==> config.mk <==
export PLATFORM = sky130hd
export DESIGN_NAME = accum_nbits
export DESIGN_NICKNAME = d
export VERILOG_FILES = /design/src/rtl/accum_nbits_pkg.sv /design/src/rtl/adder_nbits.sv /design/src/rtl/accum_nbits.sv
export SDC_FILE = /design/constraint.sdc
export NUM_CORES = 1
export LEC_CHECK = 0
export ABC_AREA = 1
export CAP_MARGIN = 30
export CORE_MARGIN = 2
export CORE_UTILIZATION = 56
export DETAILED_ROUTE_END_ITERATION = 10
export GPL_ROUTABILITY_DRIVEN = 0
export PLACE_DENSITY = 0.8
export SKIP_LAST_GASP = 1
export SYNTH_ARGS = -nofsm -noshare
export SYNTH_HDL_FRONTEND = slang
export SYNTH_SLANG_ARGS = --single-unit
==> constraint.sdc <==
create_clock -name clk -period 2.6 [get_ports clk]
set_input_delay 0.39 -clock clk [delete_from_list [all_inputs] [get_ports clk]]
set_output_delay 0.39 -clock clk [all_outputs]
set_load 0.01 [all_outputs]
==> src/rtl/accum_nbits_pkg.sv <==
// rtl/accum_nbits_pkg.sv - shared FSM states and default widths for the accumulator datapath
package accum_nbits_pkg;

  localparam int SAMPLE_BITS = 16;
  localparam int ACC_BITS    = 24;
  localparam int CNT_BITS    = 8;

  typedef enum logic [1:0] {
    IDLE  = 2'd0,
    ACCUM = 2'd1,
    DONE  = 2'd2
  } state_t;

endpackage

==> src/rtl/adder_nbits.sv <==
// rtl/adder_nbits.sv - combinational n-bit adder with carry in and carry out
module adder_nbits #(
  parameter int bits = 16
) (
  input  logic [bits-1:0] a,
  input  logic [bits-1:0] b,
  input  logic            c_i,
  output logic [bits-1:0] s,
  output logic            c_o
);

  // full-width sum; the extra top bit becomes the carry out
  always_comb begin
    {c_o, s} = {1'b0, a} + {1'b0, b} + {{bits{1'b0}}, c_i};
  end

endmodule

==> src/rtl/accum_nbits.sv <==
// rtl/accum_nbits.sv - burst accumulator with valid/ready handshakes; ACC_SAT_EN selects saturation
module accum_nbits
  import accum_nbits_pkg::*;
#(
  parameter int bits     = SAMPLE_BITS,
  parameter int acc_bits = ACC_BITS,
  parameter int cnt_bits = CNT_BITS
) (
  input  logic                clk,
  input  logic                rst,
  input  logic                start,
  input  logic [cnt_bits-1:0] len,
  input  logic [bits-1:0]     d_i,
  input  logic                d_valid,
  output logic                d_ready,
  output logic [acc_bits-1:0] sum_o,
  output logic                ovf_o,
  output logic                sum_valid,
  input  logic                sum_ready,
  output logic                busy
);

  if (acc_bits < bits) begin : g_width_check
    $error("accum_nbits: acc_bits must be >= bits");
  end

  state_t              state;
  logic [acc_bits-1:0] acc;
  logic [acc_bits-1:0] d_ext;
  logic [acc_bits-1:0] add_s;
  logic                add_c;
  logic [acc_bits-1:0] acc_nxt;
  logic [cnt_bits-1:0] cnt;
  logic [cnt_bits-1:0] len_q;
  logic                last_beat;

  adder_nbits #(
    .bits(acc_bits)
  ) u_adder (
    .a   (acc),
    .b   (d_ext),
    .c_i (1'b0),
    .s   (add_s),
    .c_o (add_c)
  );

  // zero-extend the sample and pick wrap or saturate for the next accumulator value
  always_comb begin
    d_ext            = '0;
    d_ext[bits-1:0]  = d_i;
`ifdef ACC_SAT_EN
    acc_nxt = add_c ? {acc_bits{1'b1}} : add_s;
`else
    acc_nxt = add_s;
`endif
  end

  assign last_beat = (cnt == (len_q - cnt_bits'(1)));
  assign d_ready   = (state == ACCUM);
  assign busy      = (state == ACCUM) || (state == DONE);

  // burst control FSM; results and status are registered
  always_ff @(posedge clk) begin
    if (rst) begin
      state     <= IDLE;
      acc       <= '0;
      cnt       <= '0;
      len_q     <= '0;
      sum_o     <= '0;
      ovf_o     <= 1'b0;
      sum_valid <= 1'b0;
    end else begin
      case (state)
        IDLE: begin
          if (start) begin
            if (len != '0) begin
              len_q <= len;
              acc   <= '0;
              cnt   <= '0;
              ovf_o <= 1'b0;
              state <= ACCUM;
            end else begin
              sum_o     <= '0;
              ovf_o     <= 1'b0;
              sum_valid <= 1'b1;
              state     <= DONE;
            end
          end
        end
        ACCUM: begin
          if (d_valid) begin
            acc   <= acc_nxt;
            ovf_o <= ovf_o | add_c;
            cnt   <= cnt + cnt_bits'(1);
            if (last_beat) begin
              sum_o     <= acc_nxt;
              sum_valid <= 1'b1;
              state     <= DONE;
            end
          end
        end
        DONE: begin
          if (sum_ready) begin
            sum_valid <= 1'b0;
            state     <= IDLE;
          end
        end
        default: begin
          sum_valid <= 1'b0;
          state     <= IDLE;
        end
      endcase
    end
  end

endmodule

==> Yosys cells after proc, flatten, opt, wreduce, memory -nomap -nowiden <==
Cells that the tools add are included.
{ "word_totals": {"inputBits": 29, "output_inout_bits": 28, "reg_bits": 68, "wordCells": 58} }
{ "classes": {"addsub": 3, "n_reduce_logical": 10, "bitwise": 1, "eq_ne": 9, "n_mux": 28} }
{ "op_table": {"columns": ["operator", "n"], "rows": [
  ["$mux 24", 7],
  ["$pmux 24 s2", 2],
  ["$add 24x16->25", 1],
  ["$mux 8", 3],
  ["$pmux 8 s2", 1],
  ["$mux 2", 5],
  ["$ne 2x2->1 const B", 5],
  ["$reduce_and 5->1", 2],
  ["$add 8x1->8 const B", 1],
  ["$eq 8x8->1", 1],
  ["$reduce_and 4->1", 2],
  ["$reduce_bool 8->1", 1],
  ["$sub 8x1->8 const B", 1],
  ["$mux 1", 7],
  ["$pmux 2 s3", 1],
  ["$reduce_and 3->1", 2],
  ["$pmux 1 s3", 1],
  ["$eq 2x1->1 const B", 1],
  ["$eq 2x2->1 const B", 1],
  ["$logic_not 2->1", 1],
  ["$ne 2x1->1 const B", 1],
  ["$pmux 1 s2", 1],
  ["$reduce_bool 2->1", 1],
  ["$logic_or 1x1->1", 1],
  ["$or 1x1->1", 1]
]} }

==> Depth between registers and ports, before layout <==
Gate-level depths: netlist of the first run.
{ "depth": {"word_depth": 5, "ltp_mapped": 16, "depth_no_buf": 15} }

==> By module <==
Synthesis of the first run repeated with hierarchy kept, for this count alone.
{ "unflattened": {"hier_cells": 816, "area_unflattened_um2": 4939.7} }
{ "by_module_without_submodules": {"columns": ["module", "n_inst", "seq_area_each_um2", "cells_per_inst", "area_per_inst_um2"], "rows": [
  ["accum_nbits", 1, 1361.3, 446, 3128.0],
  ["adder_nbits", 1, 0.0, 370, 1811.7]
]} }

==> Worst setup path before layout of the first run <==
Ideal clock, no wire load.
{ "synth_path": {"path_kind": "in2reg", "start": "input d_i[0]", "end": "register acc[16]", "t_required_ns": 2.485, "path_stages": 14, "setup_slack_ns": 0.655, "setup_ns": 0.115, "path_buffers": 0, "arrival_time_ns": 1.831, "path_cell_list": "ha_1 inv_1 fa_1 inv_1 nand3_1 nand3_1 nand2_1 nand2_1 nand3_1 nand2_1 nand2_1 nand2_1 nor2_1 o21a_1"} }
{ "synth_via": {"elab_chain_len": 3} }
{ "synth_lines": {"columns": ["element", "line", "source"], "rows": [
  ["start: declaration", "accum_nbits.sv:13", "input logic [bits-1:0] d_i,"],
  ["$add 24x16->25", "adder_nbits.sv:14", "{c_o, s} = {1'b0, a} + {1'b0, b} + {{bits{1'b0}}, c_i};"],
  ["$mux 24", "accum_nbits.sv:91", "if (d_valid) begin"],
  ["$pmux 24 s2", "accum_nbits.sv:73", "case (state)"],
  ["end signal: assignment", "accum_nbits.sv:92", "acc <= acc_nxt;"],
  ["end: declaration", "accum_nbits.sv:28", "logic [acc_bits-1:0] acc;"]
]} }
Every way passes these cells. The select of a mux whose other input is x is not followed.
A chain may end at the register's enable or synchronous reset.

==> Worst setup path in the final report of the first run <==
{ "layout_path": {"start": "input d_i[0]", "end": "register sum_o[22]"} }
{ "layout_via": {"elab_chain_len": 4} }
{ "layout_lines": {"columns": ["element", "line", "source"], "rows": [
  ["$add 24x16->25", "adder_nbits.sv:14", null],
  ["$mux 24", "accum_nbits.sv:95", "if (last_beat) begin"],
  ["$mux 24", "accum_nbits.sv:91", null],
  ["$pmux 24 s2", "accum_nbits.sv:73", null],
  ["end signal: assignment", "accum_nbits.sv:96", "sum_o <= acc_nxt;"],
  ["end: declaration", "accum_nbits.sv:16", "output logic [acc_bits-1:0] sum_o,"]
]} }
Every way passes these cells. The select of a mux whose other input is x is not followed.

==> results of run 1 <==
-- kinds of logic after synthesis --
group                    share of synthesized area
XOR/XNOR                                   0.01149
AND/OR/NAND/NOR                             0.4004
buffers and inverters                       0.1242
flip-flops                                  0.2976
AO/OA/AOI/OAI                               0.1045
adder cells (fa/ha/maj)                    0.06182
-- final timing paths --
check	to	depth (start not counted)	from	slack, ps
setup / recovery	sum_o[22]	15	d_i[0]	280
hold / removal	sum_valid	2	sum_valid	460
setup reg to reg	acc[16]	11	state[1]	410
hold reg to reg	sum_valid	2	sum_valid	460
-- power groups by stage --
stage / clock [mW] / sequential (mW) / combinational [mW]
after floorplan: 0 / 1.73 / 2.11
after global routing: 1.03 / 1.73 / 3.69
after CTS: 0.984 / 1.68 / 3.23
after detailed placement: 0 / 1.70 / 3.20
final: 0.986 / 1.69 / 3.25
after global placement: 0 / 1.69 / 3.11
-- cell usage in the layout (no fill, tap or decap), drive strengths merged --
master and count:
a211oi 3, a21boi 1, a21oi 46, a31oi 1, and2 2, buf 12, bufinv 2, clkbuf 12
clkdlybuf4s50 56, clkinv 1, clkinvlp 1, dfxtp 68, fa 1, ha 21, inv 122, nand2 261
nand3 34, nand3b 2, nand4 11, nor2 139, nor3 5, nor3b 1, nor4 1, o21a 4
o21ai 35, o22ai 1, or2 2, xnor2 3, xor2 3
-- layer usage --
| layer | up-vias | GRT usage | wire length (um) |
|---|---|---|---|
| met2 | 163 | 0.4613 | 5402 |
| met5 | - | 0 | 0 |
| met3 | 23 | 0.04948 | 771 |
| met4 | 0 | 0.1014 | 233 |
| li1 | 2541 | - | - |
| met1 | 2205 | 0.3910 | 5794 |
-- metrics by stage --
stage	util	std cells
after floorplan	-	788
after global placement	0.6747	937
after detailed placement	0.6747	937
after CTS	0.7026	953
after global routing	0.7026	953
final	0.7026	953
-- Yosys cell counts (all sizes together) --
library cell and count:
buf 11, o21a 4, a31oi 1, a21oi 46
o21ai 35, nand3b 2, xnor2 3, nand4 11
xor2 3, nand2 261, nor3 5, nor3b 1
nor2 139, dfxtp 68, and2 2, ha 21
fa 1, clkbuf 10, a21boi 1, o22ai 1
or2 2, inv 122, a211oi 3, nand3 34
nor4 1
-- layout make-up --
cell class / count / area share
clock buffer: 12 / 0.02646
clock inverter: 4 / 0.01323
inverter: 122 / 0.08349
multi-input combinational: 577 / 0.4822
sequential: 68 / 0.2482
tap: 102 / 0.02327
timing repair buffer: 68 / 0.1232
-- registers in the layout, indices dropped and copies added, names as in the netlist --
name	count
acc	24
sum_o	24
len_q	8
sum_valid	1
ovf_o	1
state	2
cnt	8
-- critical path: stages --
cell	delay, ps
sky130_fd_sc_hd__clkdlybuf4s50_1	490
sky130_fd_sc_hd__ha_1	210
sky130_fd_sc_hd__inv_1	70
sky130_fd_sc_hd__fa_1	350
sky130_fd_sc_hd__inv_1	90
sky130_fd_sc_hd__buf_4	130
sky130_fd_sc_hd__nand2_1	50
sky130_fd_sc_hd__nand3_1	200
sky130_fd_sc_hd__nand2_1	150
sky130_fd_sc_hd__nand3_1	110
sky130_fd_sc_hd__nand2_1	60
sky130_fd_sc_hd__nand3_1	90
sky130_fd_sc_hd__inv_1	50
sky130_fd_sc_hd__nor2_1	70
sky130_fd_sc_hd__nor2_1	50
==> results list, run 1 <==
* Clock latency reported for the late side of the worst-skew pair: 360 ps
- Registers take 1361 sq um.
* Internal cell power: 3.260 mW
- Peak supply drop: 863.4 uV
- Hold Path Class: flip-flop to flip-flop
- Relative contribution of the clock network to total power: 0.166
- The longest clock path from root to sink contains 2 buffers.
* Number of clock sinks seen by CTS: 68
* Worst-path clk slew: 70 ps
- Based on the critical path, the design can be clocked at up to 431.9 MHz.
- CTS H-tree lvls: 3
- Of the total power, combinational logic draws 0.548.
- The completed layout was analyzed and its total power is 5.924 mW.
* Syn nets: 839
- Aggregate global-route resource usage: 0.2874
* Hold_ws: 456.6 ps
* Number of ports placed on the die boundary: 57
* Sequential element share of the synthesized area: 0.2976
- Via count of the first global-routing pass: 4465
- The final hold violation count came to 0.
* Chip Width: 94.38 um
- Area of the die: 8908 sq um
* Number of distinct library cells after synthesis: 31
- Final period utilization: 0.8905
- In this run the static leakage power is 2.807 nW.
- CP startpoint kind: primary input
- Number of input and output port buffers inserted: 56
- Proportion of layout cells with a drive suffix above 1: 0.04113
- Worst Setup Path Type: primary input to flip-flop
- Clock tree synthesis selected as its root buffer the cell sky130_fd_sc_hd__clkbuf_8.
* Relative contribution of sequential cells to total power: 0.285
- Yosys attributes the largest share of cell area to sky130_fd_sc_hd__dfxtp_1 30%, sky130_fd_sc_hd__nand2_1 21%, sky130_fd_sc_hd__nor2_1 11%.
- In this run the power spent charging and discharging nets is 2.664 mW.
- The share of synthesized area in the top cell type comes to 0.2976.
* Setup WS post-layout: 284.8 ps
- For this run the aggregate overflow at the end of global routing stands at 0.
* Post-DR wirelength/cell: 12.80 um
- Post-synthesis cell type with the largest combined area: sky130_fd_sc_hd__dfxtp_1
* Number of vias after detailed routing: 4932
* Transition time at the pin with the least slew margin: 520.9 ps
- The number of gates resized after CTS was 0.
* Post-Route WL: 12200 um
- Vertical die dimension: 94.38 um
- Place WS: -8.442 ps
- For the worst setup path, the data required time is 2850 ps.
- After legalization and detailed placement, the total HPWL measured 9040 um.
- After floorplanning, the core was sized to cover 7807 sq um.
* Number of design-rule violations left by the first detailed-router iteration: 339
- Data on the critical path arrives at its endpoint at 2570 ps.
- The initial utilization of the core area, before any placement, comes to 0.5859.
- Clock tree synthesis inserted a total of 9 buffers.
- The area growth from synthesis to layout is 19.91%.
- Power spread over the standard cell area amounts to 1080 nW/um^2.
- TritonCTS built the clock tree.
- After clock tree synthesis, the setup repair step added 0 buffers.
- The detail route stage leaves a number of antenna-violating nets equal to 0.
* Sw Ratio: 0.4497
* Total area of multi-input combinational cells: 2645 sq um
* Worst-case headroom to the max-slew limit: 0.6490
- At the end of the flow, the number of nets in the layout was 897.
- Dividing the detail-routed via count by the number of cells gives 5.175.
* Worst-path maximum fanout: 5
- DRC violations left: 0
- Maximum number of pins on one net before global-route repair: 49
- The clock period could shrink to 2315 ps.
- Initial antenna violation count: 0
- Summing every instance area after synthesis gives 4574 sq um.
- Total negative slack for setup checks: 0 ps
- Counting the fill cells in the layout gives 704.
* Layout Skew: 12.40 ps
- Cell Area, Placed: 5268 sq um
- Setup repair after global routing left no endpoint under its margin.
- Synth Register Bits: 68
- Counting every instance in the synthesized netlist gives 788.
* Critical Path End Type: flip-flop
- Max-slew violation total from the final report: 0
* Number of diodes: 0
- The pre-antenna-repair detailed-routing pass consisted of 6 iterations.
- Setup violations remaining at the end of the flow were counted as 0.
- The first global-routing pass estimated 20340 um of wire.
* Count of max-cap constraint violations: 0
- Run status: finished, final reports clean
- The number of hold buffers added after CTS was 0.
* Total number of placement rows: 32
- Synth Area per Inst: 5.805 sq um
- Total number of yosys warnings: 0
- Total non-filler cell area in the finished layout: 5485 sq um
(Power assumes the default switching activity.)
==> run 2, diff against run 1 <==
--- a/config.mk
+++ b/config.mk
@@ -11,7 +11,7 @@
 export CORE_UTILIZATION = 56
 export DETAILED_ROUTE_END_ITERATION = 10
 export GPL_ROUTABILITY_DRIVEN = 0
-export PLACE_DENSITY = 0.8
+export PLACE_DENSITY = 0.89
 export SKIP_LAST_GASP = 1
 export SYNTH_ARGS = -nofsm -noshare
 export SYNTH_HDL_FRONTEND = slang
==> constraint.sdc (replaced) <==
create_clock -name clk -period 2.6 [get_ports clk]
set_input_delay 0.39 -clock clk [delete_from_list [all_inputs] [get_ports clk]]
set_output_delay 0.39 -clock clk [all_outputs]
set_load 0.02 [all_outputs]
==> run 2 against run 1 <==
Against the previous run: global-route usage up 0.060 points; fmax down 5.2%; cell count down 0.21%; hold slack worse by 10 ps; register-to-register slack worse by 130 ps; via count up 2.9%; critical path type unchanged; critical endpoint is now sum_o[16].
==> results list, run 2 (synthesized netlist as in run 1, its figures left out) <==
- The register-to-register setup slack came to 280 ps (-130 ps).
- The worst hold path belongs to the class flip-flop to flip-flop.
* Worst-path clk slew: 70 ps (about the same)
- Run status: finished, final reports clean
- The worst-case clock buffer depth was 2 (unchanged).
* Min Tclk post-route: 2442 ps (+127.2 ps)
- The max-slew headroom at the worst pin came to 0.5964 (-0.05267).
- Final period utilization: 0.9394 (+0.04891)
- The largest fanout on the critical path came to 4 (-1).
* Leading cell type in the layout, fill and taps excluded: sky130_fd_sc_hd__nand2_1
* Total number of placement rows: 32 (unchanged)
- Number of hold violations in the final report: 0 (unchanged)
- The first-pass GRT wire length is 20700 um (+1.8%).
- For this design, the slowest cell found on the critical path is sky130_fd_sc_hd__clkdlybuf4s50_1.
* Transition time at the pin with the least slew margin: 599.1 ps (+78.18 ps)
- Post-DR wirelength/cell: 12.99 um (+1.4%)
- Worst path most repeated cell: sky130_fd_sc_hd__nor2_1
- The number of pins exceeding their max-slew limit in the final report came to 0 (unchanged).
* Number of input and output port buffers inserted: 56 (unchanged)
- The placeable core region was 7807 sq um (unchanged).
* Proportion of layout cells with a drive suffix above 1: 0.04122 (+0.00009689)
- The worst setup path is launched from a primary input.
- The remaining routing DRC violations was 0 (unchanged).
- The sink count of the clock tree is 68 (unchanged).
- The number of vias per cell was 5.336 (+3.1%).
- Post-Route WL: 12350 um (+1.2%)
* Cell breakdown of the critical path: clkdlybuf4s50_1 > ha_1 > inv_1 > fa_1 > inv_1 > nand3_1 > nand3_1 > nand2_1 > nand2_1 > nand3_1 > nand2_1 > nor2_1 > nor2_1 > nor2_1 > nor2_1
- The height of the die is 94.38 um (unchanged).
- Crit path from: d_i[0]
- Worst Setup Path Type: primary input to flip-flop
- Cell area power density: 1093 nW/um^2 (+1.2%)
- The largest registers in the layout are acc (24), sum_o (24).
- Layout Skew: 7.778 ps (-4.622 ps)
- Number of ports placed on the die boundary: 57 (unchanged)
* Aggregate global-route resource usage: 0.2880 (+0.0006021)
- The starting utilization of the core area is 0.5859 (unchanged).
- The required time at the worst-slack endpoint was 2890 ps (+40 ps).
- The number of cells traversed by the worst register-to-register path is 10 (-1).
- Final Util: 0.6970 (-0.005609)
* Hold_ws: 446.3 ps (-10.27 ps)
- The maximum cell stage delay along the critical path came to 480 ps (about the same).
* Data arrival time of the worst path: 2730 ps (+160 ps)
* Area of the die: 8908 sq um (unchanged)
* Post-CTS Setup Inserts: 0 (unchanged)
- The first-pass iteration count of the detailed router is 5 (-1).
- The max-capacitance violation count was 0 (unchanged).
- The worst setup path is captured at a flip-flop.
- CTS placed an instance of sky130_fd_sc_hd__clkbuf_8 at the clock tree root.
- The sum of negative setup slack was 0 ps (unchanged).
- TritonCTS clock tree: yes
- The number of instances resized during post-cts repair is 0 (unchanged).
* Number of design-rule violations left by the first detailed-router iteration: 316 (-6.8%)
- Post-DRT Antenna Nets: 0 (unchanged)
- CTS H-tree lvls: 3 (unchanged)
- Critical path capture point: sum_o[16]
- The antenna diode count was 0 (unchanged).
- The startpoint identified for the worst register-to-register timing path is state[1].
* Commonest non-fill, non-tap cells in the layout: 258 x sky130_fd_sc_hd__nand2_1, 137 x sky130_fd_sc_hd__nor2_1, 119 x sky130_fd_sc_hd__inv_1
- Number of nets in the layout: 895 (-0.22%)
- Number of setup violations in the final report: 0 (unchanged)
* R2R Path End: cnt[4]
- DP Wirelength: 8784 um (-2.8%)
* Leakage Power: 2.784 nW (-0.83%)
- # hold bufs at CTS: 0 (unchanged)
* Peak supply drop: 718.8 uV (-17%)
- The total congestion overflow after global routing was 0 (unchanged).
* Maximum number of pins on one net before global-route repair: 49 (unchanged)
- The via count of the first global-routing pass was 4702 (+5.3%).
- Clock latency reported for the late side of the worst-skew pair: 350 ps (about the same)
- Initial antenna violation count: 0 (unchanged)
- Unrepaired setup endpoints after global routing: no
* Area growth syn-to-layout: 18.96%
- Chip Width: 94.38 um (unchanged)
- The highest clock rate was 409.4 MHz (-5.2%).
- The number of CTS-inserted buffers was 9 (unchanged).
- Number of vias after detailed routing: 5075 (+2.9%)
[run 2: cell count changes in the layout (fill, tap and decap cells not counted)]
cell	delta
sky130_fd_sc_hd__buf_12	-1
sky130_fd_sc_hd__clkbuf_1	-2
sky130_fd_sc_hd__buf_4	-1
sky130_fd_sc_hd__clkinvlp_4	+1
sky130_fd_sc_hd__bufinv_16	-1
sky130_fd_sc_hd__clkinv_4	+1
sky130_fd_sc_hd__clkinv_2	+1
[run 2: worst min-delay path by stage]
stage	start	endpoint	slack, ps	cells after the start
after floorplan	acc[10]	acc[10]	450	2
after global placement	sum_valid	sum_valid	440	2
after detailed placement	sum_valid	sum_valid	440	2
after CTS	sum_valid	sum_valid	450	2
after global routing	sum_valid	sum_valid	480	2
final	sum_valid	sum_valid	450	2
[run 2: layout make-up]
class	instances	area [sq um]
fill	672	2366
clock buffer	10	137.6
multi-input combinational	577	2645
sequential	68	1361
tap	102	127.6
clock inverter	6	63.81
timing repair buffer	66	648.1
inverter	122	457.9
[run 2: power breakdown]
part	switching [mW]	internal (mW)
registers	0.269	1.42
logic	2.13	1.24
clock network	0.422	0.467
[run 2: metal layers]
layer | track usage | vias up | part of all wire
met2 | 0.4857 | 249 | 0.46
li1 | - | 2540 | -
met4 | 0.1196 | 0 | 0.026
met5 | 0 | - | 0
met3 | 0.04789 | 43 | 0.073
met1 | 0.3660 | 2243 | 0.44
[run 2: stage by stage]
step                power, mW  cell area, sq um  cells  setup slack [ps]
floorplan               3.992              4574    788             654.6
global placement        4.847              5240    935             46.01
detailed placement      4.971              5240    935            -82.06
CTS                     5.905              5441    951             220.0
global route            6.442              5441    951             25.02
finish                  5.945              5441    951             157.6
[run 2: critical path, delay by kind of cell]
kind | cells | cell delay (ps)
adders and majority gates | 2 | 600
buffers and inverters | 3 | 650
and+or+nand+nor | 10 | 1070
